==> src/rtl/hazard_ctrl.sv <==
// hazard_ctrl: pipeline hazard controller.
//   Detects load-use hazards, freezes the pipeline while data memory is busy,
//   and flushes wrong-path instructions when a taken branch resolves in MEM.
//   Control outputs are combinational from state and inputs, so they act in
//   the same cycle. Stall/flush event counters are registered.
// Ports:
//   clk, reset_n          - rising-edge clock, synchronous active-low reset
//   IDEX_MemRead/IDEX_rd  - load flag and destination of the instruction in EX
//   IFID_rs1/rs2, uses_*  - source fields and use flags of the instruction in ID
//   branch_taken          - taken branch/jump resolved in MEM
//   mem_busy              - data memory not ready, whole pipeline holds
//   PCWrite, IFID_Write   - PC and IF/ID load enables (0 = hold)
//   Flushout, IDEX_Bubble, EXMEM_Flush - zero/NOP controls for the next edge
//   stall_cnt, flush_cnt  - load-use bubble cycles / branch flush events
module hazard_ctrl #(
    parameter int LOAD_STALL_CYCLES = 1,
    parameter int CNT_W             = 32
) (
    input  logic             clk,
    input  logic             reset_n,
    input  logic             IDEX_MemRead,
    input  logic [4:0]       IDEX_rd,
    input  logic [4:0]       IFID_rs1,
    input  logic [4:0]       IFID_rs2,
    input  logic             uses_rs1,
    input  logic             uses_rs2,
    input  logic             branch_taken,
    input  logic             mem_busy,
    output logic             PCWrite,
    output logic             IFID_Write,
    output logic             Flushout,
    output logic             IDEX_Bubble,
    output logic             EXMEM_Flush,
    output logic [CNT_W-1:0] stall_cnt,
    output logic [CNT_W-1:0] flush_cnt
);

    typedef enum logic {RUN, STALL} state_t;

    // Bubbles still owed after the first one, loaded when a hazard is seen.
    localparam logic [3:0]       REM_INIT = 4'(LOAD_STALL_CYCLES - 1);
    localparam logic [CNT_W-1:0] CNT_ONE  = {{(CNT_W-1){1'b0}}, 1'b1};

    state_t           r_state;
    logic [3:0]       r_rem;
    logic [CNT_W-1:0] r_stall_cnt;
    logic [CNT_W-1:0] r_flush_cnt;

    logic w_hz;
    logic w_stall;

    // x0 is never a real dependency, so a load to x0 never stalls.
    assign w_hz = IDEX_MemRead && (IDEX_rd != 5'd0) &&
                  ((uses_rs1 && (IDEX_rd == IFID_rs1)) ||
                   (uses_rs2 && (IDEX_rd == IFID_rs2)));

    assign w_stall = (r_state == STALL) || w_hz;

    // Priority: reset, freeze, flush, stall, run.
    always_comb begin
        PCWrite     = 1'b1;
        IFID_Write  = 1'b1;
        Flushout    = 1'b0;
        IDEX_Bubble = 1'b0;
        EXMEM_Flush = 1'b0;
        if (!reset_n) begin
            // keep RUN-idle values while reset is held
        end else if (mem_busy) begin
            PCWrite    = 1'b0;
            IFID_Write = 1'b0;
        end else if (branch_taken) begin
            Flushout    = 1'b1;
            IDEX_Bubble = 1'b1;
            EXMEM_Flush = 1'b1;
        end else if (w_stall) begin
            PCWrite     = 1'b0;
            IFID_Write  = 1'b0;
            IDEX_Bubble = 1'b1;
        end
    end

    always_ff @(posedge clk) begin
        if (!reset_n) begin
            r_state     <= RUN;
            r_rem       <= 4'd0;
            r_stall_cnt <= '0;
            r_flush_cnt <= '0;
        end else if (!mem_busy) begin
            // While frozen, EX/MEM holds the branch, so it is acted on later.
            if (branch_taken) begin
                r_state     <= RUN;
                r_rem       <= 4'd0;
                r_flush_cnt <= r_flush_cnt + CNT_ONE;
            end else if (r_state == STALL) begin
                r_stall_cnt <= r_stall_cnt + CNT_ONE;
                r_rem       <= r_rem - 4'd1;
                if (r_rem == 4'd1) begin
                    r_state <= RUN;
                end
            end else if (w_hz) begin
                r_stall_cnt <= r_stall_cnt + CNT_ONE;
                if (LOAD_STALL_CYCLES > 1) begin
                    r_state <= STALL;
                    r_rem   <= REM_INIT;
                end
            end
        end
    end

    assign stall_cnt = r_stall_cnt;
    assign flush_cnt = r_flush_cnt;

endmodule

==> config.mk <==
export PLATFORM = sky130hd
export DESIGN_NAME = hazard_ctrl
export DESIGN_NICKNAME = d
export VERILOG_FILES = /design/src/rtl/hazard_ctrl.sv
export SDC_FILE = /design/constraint.sdc
export NUM_CORES = 1
export LEC_CHECK = 0
export CAP_MARGIN = 25
export CELL_PAD_IN_SITES_DETAIL_PLACEMENT = 0
export CELL_PAD_IN_SITES_GLOBAL_PLACEMENT = 1
export CORE_ASPECT_RATIO = 1.1
export CORE_MARGIN = 4
export CORE_UTILIZATION = 32
export DETAILED_ROUTE_END_ITERATION = 6
export HOLD_SLACK_MARGIN = 0.06
export PLACE_DENSITY = 0.77
export SETUP_SLACK_MARGIN = 0.5
export SLEW_MARGIN = 20
export SYNTH_ARGS = -nofsm -noshare
export SYNTH_HDL_FRONTEND = slang
export SYNTH_SLANG_ARGS = --single-unit
==> constraint.sdc <==
create_clock -name clk -period 2.1 [get_ports clk]
set_clock_uncertainty 0.15 [all_clocks]
set_input_delay 0.42 -clock clk [delete_from_list [all_inputs] [get_ports clk]]
set_output_delay 0.42 -clock clk [all_outputs]
set_load 0.03 [all_outputs]
## Yosys cells after proc, flatten, opt, wreduce, memory -nomap -nowiden

Cells that the tools add are included.

- Register bits: 69
- Bits of input ports: 22
- Output and inout bits: 69
- Word-level logic and storage cells: 42

- Add/sub/neg operators: 3
- Equality and inequality tests: 3
- Mux-type cells: 18
- Bitwise gates (word level): 2
- Reduce and logical (&&, ||, !) cells: 12

Operators with widths:

| cell | number |
|---|---|
| $add A32 B1 Y32 const B | 2 |
| $mux W32 | 2 |
| $mux W1 | 14 |
| $eq A5 B5 Y1 | 2 |
| $mux W4 | 2 |
| $reduce_bool A5 Y1 | 1 |
| $eq A4 B1 Y1 const B | 1 |
| $logic_and A1 B1 Y1 | 4 |
| $reduce_and A2 Y1 | 2 |
| $reduce_bool A2 Y1 | 2 |
| $sub A4 B1 Y4 const B | 1 |
| $reduce_and A3 Y1 | 1 |
| $logic_or A1 B1 Y1 | 2 |
| $not A1 Y1 | 2 |

## Longest topological paths before layout

Gate-level depths: netlist of the first run.

- Depth in word-level cells: 9
- Gate-level depth with buffers: 9
- Depth with buffers taken out: 6

## Worst setup path after synthesis of the first run

No wires, ideal clock.

- Kind: input-to-output
- Start: input port IDEX_rd[1]
- End: output port PCWrite
- Arrival time: 2.290 ns
- Required time: 1.530 ns
- Path slack: -0.760 ns
- Stages on the path: 6
- Buffers on the path: 1
- Cells stage by stage: or4_1 -> o21ai_1 -> nand2b_1 -> a21oi_1 -> o21ai_0 -> buf_4

- Longest elaborated chain between the ends: 9
- Elaborated cells between the ends (all ways): 13
- Those cells by class: eq/ne: 2; mux: 4; reduce/logical: 7

Ends and longest elaborated chain:

| item | line | text |
|---|---|---|
| start, declared | 22 | `input logic [4:0] IDEX_rd,` |
| $eq A5 B5 Y1, on equally long branches | 54, 55 |  |
| $logic_and A1 B1 Y1, on equally long branches | 54, 55 |  |
| $logic_or A1 B1 Y1 | 54 | `((uses_rs1 && (IDEX_rd == IFID_rs1)) \|\|` |
| $logic_and A1 B1 Y1 * | 53 | `assign w_hz = IDEX_MemRead && (IDEX_rd != 5'd0) &&` |
| $logic_or A1 B1 Y1 * | 57 | `assign w_stall = (r_state == STALL) \|\| w_hz;` |
| $mux W1 * (4 in series) | -- |  |
| end, declared | 29 | `output logic PCWrite,` |

Mark *: on every way between the ends. The rest lies on a longest branch, timed or not.

## Final worst setup path of the first run

- Start: input port IDEX_rd[4]
- End: output port IFID_Write

- Longest elaborated chain between the ends: 9
- Elaborated cells between the ends (all ways): 13
- Those cells by class: eq/ne: 2; mux: 4; reduce/logical: 7

Ends and longest elaborated chain:

| item | line | text |
|---|---|---|
| $eq A5 B5 Y1, on equally long branches | 54, 55 |  |
| $logic_and A1 B1 Y1, on equally long branches | 54, 55 |  |
| $logic_or A1 B1 Y1 | 54 |  |
| $logic_and A1 B1 Y1 * | 53 |  |
| $logic_or A1 B1 Y1 * | 57 |  |
| $mux W1 * | 75 | `end else if (w_stall) begin` |
| $mux W1 * | 71 | `end else if (branch_taken) begin` |
| $mux W1 * | 68 | `end else if (mem_busy) begin` |
| $mux W1 * | 66 | `if (!reset_n) begin` |
| end, declared | 30 | `output logic IFID_Write,` |

Marks and branches as above.

==> impl_summary.log, run 1 <==
INFO  metric layout.cell_area.non_filler = 0.005565 mm^2
INFO  metric cts_num_sinks = 69
INFO  metric num_antenna_cells = 0
INFO  metric die-height = 116.5 um
INFO  metric synth_sequential_area_ratio = 0.4032
INFO  metric cp-start-kind = primary input
INFO  metric port_buffers = 90
INFO  metric dp_hpwl = 6.425 mm
INFO  metric post_synth_and_or_nand_nor_area_fraction = 0.2852
INFO  metric final_antenna_net_count = 0
INFO  metric initial_antenna_violation_count = 0
INFO  metric worst_hold_path.endpoint = stall_cnt[25]
INFO  metric grt_pass1_vias = 3,536
INFO  metric timing.critical_path.from = IDEX_rd[4]
INFO  metric min_period_over_period = 1.088
INFO  metric r2r_slack = 0.05 ns
INFO  metric whs_path_depth = 2
INFO  metric worstPathArrival = 1.71 ns
INFO  metric internal_power = 2.514 mW
INFO  metric swShare = 0.2108
INFO  metric nets = 585
INFO  metric synth.yosys.warnings = 0
INFO  metric floorplan.initialDensity = 0.3281
INFO  metric failed_checks = negative setup slack
INFO  metric rr_worst_depth = 6
INFO  metric syn-mean-instance-area = 8.295 um^2
INFO  metric max_cap_violations = 0
INFO  metric largest_net_degree_at_the_start_of_global_routing = 68
INFO  metric wl_per_cell = 13.97 um
INFO  metric timing.final.max_slew_violations = 0
INFO  metric floorplan.die.width = 106.7 um
INFO  metric share_comb_of_total_power = 0.056
INFO  metric max_clock_freq = 0.4378 GHz
INFO  metric critPathSlowestCell = or4_4
INFO  metric synthMuxAreaShare = 0.005844
INFO  metric pwr-share-seq = 0.409
INFO  metric setup_viol = 16
INFO  metric fin_util = 0.5330
INFO  metric timing.critical_path.slowest_cell_delay = 0.52 ns
INFO  metric htree_levels = 3
INFO  metric clock_edge_transition_at_the_registers_on_the_reported_setup_and_hold_paths = 0.06 ns
INFO  metric synth_compound_area_frac = 0.1505
INFO  metric critPathCaptureType = output port
INFO  metric worst_slew_pin_slew = 0.7765 ns
INFO  metric insertion_delay = 0.32 ns
INFO  metric num_rows = 39
INFO  metric period_needed = 2.284 ns
INFO  metric route.vias.total = 3,523
INFO  metric io_pins = 91
INFO  metric timing.hold.worst.class = in -> reg
INFO  metric drive_above_1_share = 0.5071
INFO  metric worst_ep_required_time = 1.53 ns
INFO  metric net-switching-power = 0.6715 mW
INFO  metric vias_per_cell = 4.983
INFO  metric combinational_family_with_the_most_area_after_synthesis = simple AND/OR/NAND/NOR gates
INFO  metric outcome = complete, but fails checks
INFO  metric globalRouteTotalUtil = 0.1625
INFO  metric area_of_the_placeable_core = 0.01044 mm^2
INFO  metric worstReg2RegEnd = stall_cnt[28]
INFO  metric final_hold_slack = 0.2225 ns
INFO  metric pre_repair_dr_iteration_count = 4
INFO  metric flow.area_growth_from_synthesis = 62.45%
INFO  metric final_cells = 707
INFO  metric irDropWorstVdd = 0.3593 mV
INFO  metric cts.path.max_buffers = 2
INFO  metric timing.setup.critical_path_class = in -> out
INFO  metric design.die.area = 0.01243 mm^2
INFO  metric synthesis.instances = 413
INFO  metric post_synth_fa_ha_maj_area_fraction = 0.01461
INFO  metric timing.slew.headroom = 0.4823
INFO  metric cts-buffers-inserted = 9
INFO  metric post_synthesis_share_of_cell_area_spent_on_xor_and_xnor_gates = 0.08948
INFO  metric hold_path.startpoint = reset_n
INFO  metric ys_types = 41
INFO  metric postPlaceCellArea = 0.004848 mm^2
INFO  metric cellLeakagePower = 2.182 nW
INFO  metric regToRegStartpoint = stall_cnt[18]
INFO  metric crit_chain = buf_8 -> or4_4 -> o21ai_2 -> nand2b_4 -> a21oi_4 -> o21ai_4 -> buf_6
INFO  metric syn_nets = 439
INFO  metric route.detailed.drc = 0
INFO  metric cts_tree = yes
INFO  metric pre_cts_slack = -0.6454 ns
INFO  metric clock-root-buffer = clkbuf_16
INFO  metric grt.overflow.total = 0
INFO  metric finalHoldViolCount = 0
INFO  metric postLayoutSetupSlackWorst = -0.1841 ns
INFO  metric timing.critical_path.fanout_max = 3
INFO  metric grt_first_pass_wirelength = 16.70 mm
INFO  metric clock_power_share = 0.535
INFO  metric netlist_area = 0.003426 mm^2
INFO  metric placed_cells_incl_taps = 659
INFO  metric total_power_per_unit_cell_area = 572.5 mW/mm^2
INFO  metric route.final.wire_length = 9.877 mm
INFO  metric ys_ff_latch = 69
INFO  metric rsz_0062_raised_after_global_routing = true
INFO  metric gp_congestion = 0.7543
INFO  metric dr.first_iter.drc_count = 119
cell usage in the layout, fill, tap and decap left out, types with 12 or more instances in the layout:
cell	instances
xor2_1	16
dfxtp_4	13
o31ai_1	12
dfxtp_1	29
inv_1	12
buf_6	18
buf_4	55
clkdlybuf4s15_2	12
nand4_1	13
nand2_1	22
dfxtp_2	27
or3_1	16
or4_1	14
xnor2_1	15
a21oi_1	33
buf_2	60
nor2_1	33
sequential cells by signal (all words and copies together), names as in the netlist:
signal	flops
flush_cnt	32
r_rem	4
r_state	1
stall_cnt	32
cells in the mapped netlist (all sizes together):
cell,instances,area share
nand4,14,0.030
xor2,16,0.041
and4,5,0.014
mux2i,2,0.0058
inv,13,0.014
a22oi,1,0.0037
dfxtp,69,0.40
or3,21,0.038
clkbuf,13,0.014
o21a,1,0.0022
nand3,20,0.029
nand2b,1,0.0018
xnor2,19,0.049
o31ai,19,0.042
nand3b,2,0.0044
a211oi,1,0.0022
or4,20,0.045
nor4,1,0.0018
nor3,7,0.010
ha,4,0.015
nand4b,1,0.0026
nand2,24,0.026
o22ai,1,0.0018
and3,12,0.022
buf,12,0.023
a21oi,42,0.061
o21ai,24,0.035
nor2b,2,0.0037
and2,4,0.0077
or2,4,0.0073
nor2,37,0.041
o31a,1,0.0026
how the worst max path moves through the flow:
stage,to,slack (ns),cells after the start
after floorplan,PCWrite,-0.22,6
after global placement,PCWrite,-0.62,7
after detailed placement,IFID_Write,-0.65,7
after CTS,IFID_Write,-0.17,7
after global routing,IFID_Write,-0.22,7
final,IFID_Write,-0.18,7
cells by family (layout without fill, tap and decap cells):
group	after synthesis	after routing
AOI/OAI and AO/OA	90	90
xor gates and xnor gates	35	35
adders and majority gates	4	4
buffers and inverters	38	189
DFF	69	69
muxes	2	2
and+or+nand+nor	175	175
power groups by stage:
stage                     Combinational, mW  Sequential (mW)  Clock, mW
final                                 0.178             1.30       1.71
after global routing                  0.192             1.30       1.79
after CTS                             0.176             1.30       1.74
after detailed placement              0.164             1.33          0
after global placement                0.162             1.33          0
after floorplan                      0.0811             1.34          0
layout make-up:
class,count,area [um^2]
clock buffers,13,302.8
flip-flops and latches,69,1464
clock inverters,3,46.29
repair buffers,160,1274
multi-input cells,306,2251
well taps,143,178.9
inverters,13,48.80
fillers,1005,4877
through the flow:
| stage | power (mW) | TNS [ns] |
|---|---|---|
| finish | 3.186 | -0.8892 |
| global route | 3.288 | -3.371 |
| CTS | 3.222 | -0.4890 |
| detailed placement | 1.497 | -28.26 |
| global placement | 1.495 | -26.93 |
| floorplan | 1.418 | -1.095 |
timing repair:
action | CTS | global route
hold buffers | 0 | 0
pin swaps | 36 | 12
endpoints found under the setup margin | 138 | 81
resized for setup | 384 | 80
cloned | 3 | 1
buffers inserted | 15 | 13
critical path, delay by kind of cell:
family | cells | cell delay [ns]
AND/OR/NAND/NOR | 2 | 0.68
AO/OA/AOI/OAI | 3 | 0.35
buffers and inverters | 2 | 0.25
routing by layer:
| metal | wire length (um) | track usage | share of wire |
|---|---|---|---|
| met5 | 0 | 0 | 0 |
| met2 | 5163 | 0.2888 | 0.52 |
| met4 | 70 | 0.04518 | 0.0071 |
| met1 | 4335 | 0.2048 | 0.44 |
| met3 | 309 | 0.02653 | 0.031 |
No activity file was read; power rests on OpenSTA's default activity.
==> inputs of run 2 (changes only) <==
Settings changed: TNS_END_PERCENT set to 30.
==> run 2 against run 1 <==
Compared with the run above:
- register-to-register slack worse by 0.12 ns
- clock power fell by 20%
- the flow still finishes with violations (negative setup slack)
- combinational power increased by 11%
==> impl_summary.log, run 2 (same netlist as run 1, synthesis figures left out) <==
INFO  metric met2RoutedLength = 5.470 mm (was 5.163 mm)
INFO  metric postLayoutSetupSlackWorst = -0.1763 ns (was -0.1841 ns)
INFO  metric timing.critical_path.from = IDEX_rd[4] (unchanged)
INFO  metric grt_pass1_vias = 3,662 (was 3,536)
INFO  metric final_antenna_net_count = 0 (unchanged)
INFO  metric worstPathArrival = 1.71 ns (about the same)
INFO  metric dr.first_iter.drc_count = 73 (was 119)
INFO  metric n_fill_cell = 964 (was 1,005)
INFO  metric htree_levels = 3 (unchanged)
INFO  metric rr_worst_depth = 6 (unchanged)
INFO  metric irDropWorstVdd = 0.3387 mV (was 0.3593 mV)
INFO  metric globalRouteTotalUtil = 0.1641 (was 0.1625)
INFO  metric grt_first_pass_wirelength = 16.86 mm (was 16.70 mm)
INFO  metric timing.slew.headroom = 0.7613 (was 0.4823)
INFO  metric failed_checks = negative setup slack (unchanged)
INFO  metric timing.critical_path.fanout_max = 3 (unchanged)
INFO  metric flow.area_growth_from_synthesis = 70.12% (was 62.45%)
INFO  metric cp-start-kind = primary input (unchanged)
INFO  metric layout.cell_area.non_filler = 0.005828 mm^2 (was 0.005565 mm^2)
INFO  metric drive_above_1_share = 0.5467 (was 0.5071)
INFO  metric io_pins = 91 (unchanged)
INFO  metric rsz_0062_raised_after_global_routing = true (unchanged)
INFO  metric worstReg2RegEnd = stall_cnt[28] (unchanged)
INFO  metric worst_slew_pin_slew = 0.3581 ns (was 0.7765 ns)
INFO  metric postPlaceCellArea = 0.004861 mm^2 (was 0.004848 mm^2)
INFO  metric largest_net_degree_at_the_start_of_global_routing = 68 (unchanged)
INFO  metric num_antenna_cells = 0 (unchanged)
INFO  metric r2r_slack = -0.07 ns (was 0.05 ns)
INFO  metric route.detailed.drc = 0 (unchanged)
INFO  metric setup_viol = 34 (was 16)
INFO  metric whs_path_depth = 2 (unchanged)
INFO  metric outcome = complete, but fails checks (unchanged)
INFO  metric postCtsHoldBufs = 0 (unchanged)
INFO  metric route.final.wire_length = 10.57 mm (was 9.877 mm)
INFO  metric clock_edge_transition_at_the_registers_on_the_reported_setup_and_hold_paths = 0.06 ns (about the same)
INFO  metric clock-root-buffer = clkbuf_16 (unchanged)
INFO  metric critical_path.endpoint = IFID_Write (unchanged)
INFO  metric area_of_the_placeable_core = 0.01044 mm^2 (unchanged)
INFO  metric fin_util = 0.5581 (was 0.5330)
INFO  metric initial_antenna_violation_count = 0 (unchanged)
INFO  metric max_cap_violations = 0 (unchanged)
INFO  metric design.die.area = 0.01243 mm^2 (unchanged)
INFO  metric finalHoldViolCount = 0 (unchanged)
INFO  metric hold_path.startpoint = stall_cnt[16] (was reset_n)
INFO  metric cts_num_sinks = 69 (unchanged)
INFO  metric dp_hpwl = 6.567 mm (was 6.425 mm)
INFO  metric critPathCaptureType = output port (unchanged)
INFO  metric max_clock_freq = 0.4393 GHz (was 0.4378 GHz)
INFO  metric grt.overflow.total = 0 (unchanged)
INFO  metric timing.setup.critical_path_class = in -> out (unchanged)
INFO  metric cellLeakagePower = 2.216 nW (was 2.182 nW)
INFO  metric floorplan.initialDensity = 0.3281 (unchanged)
INFO  metric pre_cts_slack = -0.6815 ns (was -0.6454 ns)
INFO  metric worst_ep_required_time = 1.53 ns (about the same)
INFO  metric final_cell_mix = 52 x buf_4, 46 x buf_2, 34 x nor2_1, 34 x dfxtp_1, 25 x dfxtp_2 (was 60 x buf_2, 55 x buf_4, 33 x nor2_1, 33 x a21oi_1, 29 x dfxtp_1)
INFO  metric wl_per_cell = 14.88 um (was 13.97 um)
INFO  metric insertion_delay = 0.33 ns (was 0.32 ns)
INFO  metric floorplan.die.width = 106.7 um (unchanged)
INFO  metric port_buffers = 90 (unchanged)
INFO  metric vias_per_cell = 5.125 (was 4.983)
INFO  metric num_rows = 39 (unchanged)
INFO  metric die-height = 116.5 um (unchanged)
INFO  metric routed.top_layer = met4 (unchanged)
INFO  metric layout.cells.most_common = buf_4 (was buf_2)
INFO  metric post_layout_total_power = 2.864 mW (was 3.186 mW)
INFO  metric nets = 589 (was 585)
INFO  metric timing.final.max_slew_violations = 0 (unchanged)
INFO  metric dr_wl_met3 = 376 um (was 309 um)
INFO  metric cts_tree = yes (unchanged)
INFO  metric min_period_over_period = 1.084 (was 1.088)
INFO  metric timing.hold.worst.class = reg -> reg (was in -> reg)
INFO  metric cts.path.max_buffers = 2 (unchanged)
INFO  metric cts-buffers-inserted = 9 (unchanged)
INFO  metric met1Wirelength = 4.560 mm (was 4.335 mm)
INFO  metric total_power_per_unit_cell_area = 491.5 mW/mm^2 (was 572.5 mW/mm^2)
INFO  metric regToRegStartpoint = stall_cnt[12] (was stall_cnt[18])
INFO  metric gp_congestion = 0.7715 (was 0.7543)
INFO  metric pre_repair_dr_iteration_count = 5 (was 4)
INFO  metric route.vias.total = 3,639 (was 3,523)
INFO  metric period_needed = 2.276 ns (was 2.284 ns)
## run 2: timing repair
| action | in CTS | in global routing |
|---|---|---|
| resized for setup | 393 | 114 |
| setup endpoints to repair | 130 | 96 |
| buffers inserted | 18 | 4 |
| pin swaps | 92 | 79 |
| gates cloned | 6 | 0 |
## run 2: area by class of cell
class / count / area (um^2) / share of cell area
inverters: 13 / 48.80 / 0.008373
clock inverters: 2 / 10.01 / 0.001717
well taps: 143 / 178.9 / 0.03070
multi-input cells: 306 / 2441 / 0.4188
flip-flops and latches: 69 / 1450 / 0.2488
repair buffers: 164 / 1449 / 0.2486
clock buffers: 13 / 250.2 / 0.04294
## run 2: layer usage
| metal | vias to the layer above | global-route usage |
|---|---|---|
| met4 | 0 | 0.06053 |
| met5 | - | 0 |
| met2 | 74 | 0.3010 |
| met1 | 1766 | 0.1905 |
| li1 | 1787 | - |
| met3 | 12 | 0.03096 |
## run 2: critical path, cell delays in order
cell      delay (ns)
buf_8           0.10
or4_4           0.52
o21ai_2         0.14
nand2b_4        0.16
a21oi_4         0.06
o21ai_4         0.15
buf_6           0.15
## run 2: per-stage QoR
| stage | setup TNS, ns | instances | hold slack [ns] |
|---|---|---|---|
| 3_5_place_dp | -28.42 | 667 | 0.3300 |
| 5_1_grt | -4.841 | 710 | 0.3436 |
| 2_1_floorplan | -1.082 | 413 | 0.3073 |
| 6_report | -2.637 | 710 | 0.3304 |
| 4_1_cts | -2.381 | 706 | 0.3381 |
| 3_3_place_gp | -26.06 | 667 | 0.3163 |
## run 2: worst min path at each step
| stage | to | slack [ns] |
|---|---|---|
| 2_1_floorplan | r_rem[3] | 0.31 |
| 3_3_place_gp | stall_cnt[16] | 0.32 |
| 3_5_place_dp | stall_cnt[16] | 0.33 |
| 4_1_cts | stall_cnt[16] | 0.34 |
| 5_1_grt | stall_cnt[16] | 0.34 |
| 6_report | stall_cnt[16] | 0.33 |
## run 2: power by group
part	internal [mW]	switching [mW]	total [mW]	leakage, nW
combinational	0.0982	0.0985	0.197	1.51
clock	0.822	0.542	1.36	0.129
sequential	1.30	0.00405	1.30	0.577
==> inputs of run 3 (changes only) <==
Settings changed: CORE_MARGIN 4 to unset, SKIP_LAST_GASP set to 1.
==> run 3 against run 2 <==
Compared with the run above:
- the flow still finishes with violations (negative setup slack)
- maximum frequency fell by 2.6%
- global-route usage rose by 2.3 points
- first-iteration DRC count rose by 44%
- register-to-register slack got worse by 0.03 ns
==> impl_summary.log, run 3 (same netlist as run 1, synthesis figures left out) <==
INFO  metric share_comb_of_total_power = 0.069 (about the same)
INFO  metric period_needed = 2.338 ns (was 2.276 ns)
INFO  metric route.final.wire_length = 10.24 mm (was 10.57 mm)
INFO  metric failed_checks = negative setup slack (unchanged)
INFO  metric timing.final.max_slew_violations = 0 (unchanged)
INFO  metric cts_num_sinks = 69 (unchanged)
INFO  metric worstPathArrival = 2.45 ns (was 1.71 ns)
INFO  metric cts_tree = yes (unchanged)
INFO  metric rr_worst_depth = 6 (unchanged)
INFO  metric layout.cells.most_common = clkdlybuf4s50_1 (was buf_4)
INFO  metric rsz_0062_raised_after_global_routing = true (unchanged)
INFO  metric insertion_delay = 0.34 ns (was 0.33 ns)
INFO  metric route.vias.total = 3,648 (was 3,639)
INFO  metric worst_ep_required_time = 2.21 ns (was 1.53 ns)
INFO  metric grt.overflow.total = 0 (unchanged)
INFO  metric r2r_slack = -0.10 ns (was -0.07 ns)
INFO  metric critPathSlowestCell = or4_4 (unchanged)
INFO  metric worst_slew_pin_slew = 0.3294 ns (was 0.3581 ns)
INFO  metric critPathCaptureType = register (was output port)
INFO  metric final_cells = 713 (was 710)
INFO  metric timing.setup.critical_path_class = in -> reg (was in -> out)
INFO  metric crit_chain = buf_8 -> or4_4 -> o21ai_4 -> buf_6 -> buf_6 -> buf_6 -> nor3_4 -> a22oi_2 -> buf_12 -> buf_8 -> buf_12 -> clkbuf_16 -> o21ai_1 -> a21oi_1 (was buf_8 -> or4_4 -> o21ai_2 -> nand2b_4 -> a21oi_4 -> o21ai_4 -> buf_6)
INFO  metric timing.critical_path.slowest_cell_delay = 0.54 ns (was 0.52 ns)
INFO  metric max_clock_freq = 0.4277 GHz (was 0.4393 GHz)
INFO  metric total_power_per_unit_cell_area = 515.9 mW/mm^2 (was 491.5 mW/mm^2)
INFO  metric design.die.area = 0.01112 mm^2 (was 0.01243 mm^2)
INFO  metric clock-root-buffer = clkbuf_16 (unchanged)
INFO  metric worst_hold_path.endpoint = stall_cnt[25] (was stall_cnt[16])
INFO  metric timing.hold.worst.class = in -> reg (was reg -> reg)
INFO  metric regToRegStartpoint = stall_cnt[13] (was stall_cnt[12])
INFO  metric final_cell_mix = 62 x clkdlybuf4s50_1, 50 x buf_4, 40 x a21oi_1 (was 52 x buf_4, 46 x buf_2, 34 x nor2_1, 34 x dfxtp_1, 25 x dfxtp_2)
INFO  metric port_buffers = 90 (unchanged)
INFO  metric floorplan.initialDensity = 0.3296 (was 0.3281)
INFO  metric pre_repair_dr_iteration_count = 4 (was 5)
INFO  metric max_cap_violations = 0 (unchanged)
INFO  metric timing.critical_path.from = IDEX_rd[4] (unchanged)
INFO  metric grt_first_pass_wirelength = 16.77 mm (was 16.86 mm)
INFO  metric postLayoutSetupSlackWorst = -0.2381 ns (was -0.1763 ns)
INFO  metric critPathMostFrequentCell = buf_6
INFO  metric gp_congestion = 0.7393 (was 0.7715)
INFO  metric pre_cts_slack = -0.6929 ns (was -0.6815 ns)
INFO  metric postCtsHoldBufs = 0 (unchanged)
INFO  metric min_period_over_period = 1.113 (was 1.084)
INFO  metric net-switching-power = 0.6740 mW (was 0.6447 mW)
INFO  metric cp-start-kind = primary input (unchanged)
INFO  metric num_antenna_cells = 0 (unchanged)
INFO  metric flow.area_growth_from_synthesis = 69.83% (was 70.12%)
INFO  metric swShare = 0.2245 (was 0.2251)
INFO  metric htree_levels = 3 (unchanged)
INFO  metric timing.critical_path.fanout_max = 5 (was 3)
INFO  metric clock_edge_transition_at_the_registers_on_the_reported_setup_and_hold_paths = 0.06 ns (about the same)
INFO  metric io_pins = 91 (unchanged)
INFO  metric num_rows = 39 (unchanged)
INFO  metric area_of_the_placeable_core = 0.01039 mm^2 (was 0.01044 mm^2)
INFO  metric globalRouteTotalUtil = 0.1873 (was 0.1641)
INFO  metric timing.slew.headroom = 0.7797 (was 0.7613)
INFO  metric final_antenna_net_count = 0 (unchanged)
INFO  metric met1Wirelength = 4.482 mm (was 4.560 mm)
INFO  metric internal_power = 2.328 mW (was 2.220 mW)
INFO  metric whs_path_depth = 3 (was 2)
INFO  metric setup_viol = 36 (was 34)
INFO  metric dr.first_iter.drc_count = 105 (was 73)
INFO  metric initial_antenna_violation_count = 0 (unchanged)
INFO  metric met2RoutedLength = 5.187 mm (was 5.470 mm)
INFO  metric nets = 591 (was 589)
INFO  metric wl_per_cell = 14.36 um (was 14.88 um)
INFO  metric dp_hpwl = 6.302 mm (was 6.567 mm)
INFO  metric grt_pass1_vias = 3,524 (was 3,662)
INFO  metric floorplan.die.width = 100.7 um (was 106.7 um)
INFO  metric drive_above_1_share = 0.3316 (was 0.5467)
INFO  metric cts-buffers-inserted = 9 (unchanged)
INFO  metric clock_power_share = 0.494 (was 0.476)
INFO  metric vias_per_cell = 5.116 (was 5.125)
INFO  metric placed_cells_incl_taps = 667 (unchanged)
INFO  metric dr_wl_met3 = 330 um (was 376 um)
INFO  metric die-height = 110.5 um (was 116.5 um)
INFO  metric irDropWorstVdd = 0.3300 mV (was 0.3387 mV)
INFO  metric cellLeakagePower = 2.085 nW (was 2.216 nW)
INFO  metric largest_net_degree_at_the_start_of_global_routing = 68 (unchanged)
INFO  metric hold_path.startpoint = reset_n (was stall_cnt[16])
INFO  metric pwr-share-seq = 0.437 (was 0.455)
INFO  metric cts.path.max_buffers = 2 (unchanged)
INFO  metric routed.top_layer = met4 (unchanged)
INFO  metric outcome = complete, but fails checks (unchanged)
INFO  metric worstReg2RegEnd = stall_cnt[31] (was stall_cnt[28])
INFO  metric finalHoldViolCount = 0 (unchanged)
INFO  metric fin_util = 0.5598 (was 0.5581)
INFO  metric route.detailed.drc = 0 (unchanged)
[run 3: changes by cell type in the layout (fill, tap and decap cells not counted), sizes merged]
cell	change
clkbuf	-7
clkinvlp	+1
clkdlybuf4s15	-8
clkdlybuf4s18	-2
clkinv	+1
clkdlybuf4s50	+60
bufinv	+1
dlygate4sd2	-3
buf	-40
[run 3: worst max-delay path, delay by kind of cell]
kind,cells,cell delay [ns]
AOI/OAI and AO/OA,4,0.53
and+or+nand+nor,2,0.58
buffers and inverters,8,0.92
[run 3: power by group through the flow]
stage | logic, mW | clock network (mW) | registers [mW]
detailed placement | 0.167 | 0 | 1.34
floorplan | 0.0773 | 0 | 1.34
global placement | 0.165 | 0 | 1.34
finish | 0.206 | 1.48 | 1.31
CTS | 0.202 | 1.52 | 1.31
global route | 0.220 | 1.58 | 1.31
[run 3: per-stage QoR]
stage	hold WS [ns]	setup TNS, ns	power [mW]	instance area, um^2
global placement	0.3192	-25.12	1.504	4836
global route	0.3078	-8.376	3.116	5818
CTS	0.2873	-4.644	3.033	5693
finish	0.3017	-6.087	3.002	5818
floorplan	0.3073	-1.082	1.421	3557
detailed placement	0.3247	-28.45	1.506	4836
[run 3: area by class of cell]
cell class              instances  area (um^2)
clock inverters                 5        52.55
multi-input cells             306         2151
flip-flops and latches         69         1429
well taps                     143        178.9
clock buffers                  11        232.7
inverters                      13        48.80
repair buffers                166         1725
fillers                       927         4576
[run 3: timing repair]
item / CTS / global route
setup endpoints to repair: 130 / 124
resized for setup: 136 / 27
setup buffers: 22 / 0
pin swaps: 61 / 15
cloned: 6 / 2
[run 3: how the worst max path moves through the flow]
stage                          to  slack, ns
global placement          PCWrite      -0.63
detailed placement     IFID_Write      -0.69
floorplan                 PCWrite      -0.22
finish              stall_cnt[10]      -0.24
CTS                    IFID_Write      -0.20
global route        stall_cnt[10]      -0.30
[run 3: layer usage]
metal / global-route usage / up-vias
li1: - / 1793
met1: 0.2262 / 1752
met2: 0.3210 / 86
met3: 0.03228 / 17
met4: 0.08309 / 0
met5: 0 / -
==> edit, RTL diff (flow settings as in run 1) <==
Change the parameter `CNT_W` from 32 to 16.
--- a/src/rtl/hazard_ctrl.sv
+++ b/src/rtl/hazard_ctrl.sv
@@ -14,7 +14,7 @@
 //   stall_cnt, flush_cnt  - load-use bubble cycles / branch flush events
 module hazard_ctrl #(
     parameter int LOAD_STALL_CYCLES = 1,
-    parameter int CNT_W             = 32
+    parameter int CNT_W             = 16
 ) (
     input  logic             clk,
     input  logic             reset_n,
Ports: changed (resized flush_cnt and stall_cnt); port bits go from 91 to 59. The function was not compared with the original's and may differ.
==> edit against run 1 <==
  * The flow still finishes with violations (negative setup slack)
  * Sequential share of layout area fell by 1.3 points
  * Wire length shrank 48%
  * Synthesized area decreased by 45%
  * Total power decreased by 52%
  * Worst setup slack worse by 0.16 ns
  * Sequential cell count is 32 lower
  * Final area down 46%
  * Register-to-register slack improved by 0.06 ns
  * Highest routed layer unchanged
==> edit: results <==
status:
  status: "finished with violations"
  violations: "negative setup slack"
power:
  comb_power_share_pct: 11.5
  p_sw_uw: 361
  irDropWorstVdd_uv: 301
  p_seq_share_pct: 45.9
  leakage_uw: 0.00117
logic_synthesis:
  muxShareOfSynthArea_pct: 1.60
  synth-compound-area-share_pct: 14.1
  synth_xor_area_share_pct: 10.7
  yosys-top-cells-count: "37 x dfxtp_1, 19 x a21oi_1, 19 x nor2_1"
  synth.area.top_cells: "dfxtp_1 39%, xor2_1 7.5%, a21oi_1 5.1%"
  synth_nets: 250
  synth_cell_types: 36
min_path:
  whs_path_depth: 4
clock_network:
  cts_buffers: 5
  htree_levels: 2
  clk_pin_slew_ns: 0.08
  clock_latency_ns: 0.29
global_route:
  antenna_found_initial: 0
  use_met3_pct: 3.87
  use_met1_pct: 16.9
  track_usage_pct: 14.9
  grtUsageMet2_pct: 25.8
  grt_pass1_vias: 1899
  grt_start_max_net_pins: 27
  grt_pass1_wl_um: 8450
finish:
  drive_gt1_share_pct: 38.9
  diodes: 0
  nets: 339
  fillCellCount: 569
sta:
  setup_ws_ns: -0.349
  final-setup-viol-count: 17
  worst_pin_slew_ns: 0.299
  tns_ns: -4.70
worst_setup_path:
  r2r-end: "stall_cnt[12]"
  critPathMaxFanout: 7
  rr_startpoint: "stall_cnt[1]"
  worstSetupStartpoint: "IFID_rs1[1]"
  setup.worst_path.end: "stall_cnt[14]"
  r2r_setup_slack_ns: 0.11
placed_design:
  dpl_worst_slack_ns: -0.743
  gp_congestion: 0.750
  hpwl_um: 3640
  io_buffer_count: 58
drt:
  wire_per_inst_um: 13.1
  first_iter_violations: 66
  vias: 1949
## edit: worst min-delay path by stage
stage                 start      endpoint  slack (ns)
2_1_floorplan      r_rem[1]      r_rem[1]        0.31
3_3_place_gp   flush_cnt[1]  flush_cnt[1]        0.32
3_5_place_dp   flush_cnt[1]  flush_cnt[1]        0.32
4_1_cts            mem_busy  stall_cnt[2]        0.29
5_1_grt            mem_busy  stall_cnt[2]        0.30
6_report           mem_busy  stall_cnt[2]        0.29
## edit: kinds of logic after synthesis
kind of cell    count (synthesis)
compound gates                 45
xor+xnor                       23
fa+ha+maj                       4
buf+inv                        17
flops                          37
mux                             3
simple gates                   95
## edit: cell type report
type                    count  area [um2]  share of cell area (%)
inverters                   7        28.8                   0.963
flip-flops and latches     37         748                    25.0
clock inverters             2        37.5                    1.26
multi-input cells         170        1210                    40.6
repair buffers             92         782                    26.2
clock buffers               6        82.6                    2.76
well taps                  77        96.3                    3.22
## edit: worst max-delay path, stage by stage
cell and delay (ns):
buf_6 0.09, xor2_2 0.16, nor4_2 0.29, a32oi_2 0.16, buf_4 0.16, buf_6 0.10
o31a_1 0.34, buf_12 0.15, or4_1 0.49, a21oi_1 0.14
## edit: repair_timing
item,in CTS,in global routing
setup buffers,5,3
endpoints found under the hold margin,0,0
gates resized for setup,194,37
cloned,0,2
pin swaps,21,6
setup endpoints to repair,69,45
## edit: per-stage QoR
step	hold WS (ns)	instances	instance area (um2)	total power, uW
2_1_floorplan	0.308	224	2010	805
3_3_place_gp	0.321	373	2780	884
3_5_place_dp	0.325	373	2780	885
4_1_cts	0.291	386	2960	1560
5_1_grt	0.298	391	2990	1610
6_report	0.293	391	2990	1540
## edit: layer usage
metal	share of wire [%]	wire, um
met1	42	2130
met2	50	2540
met3	6.5	332
met4	2.4	124
met5	0	0
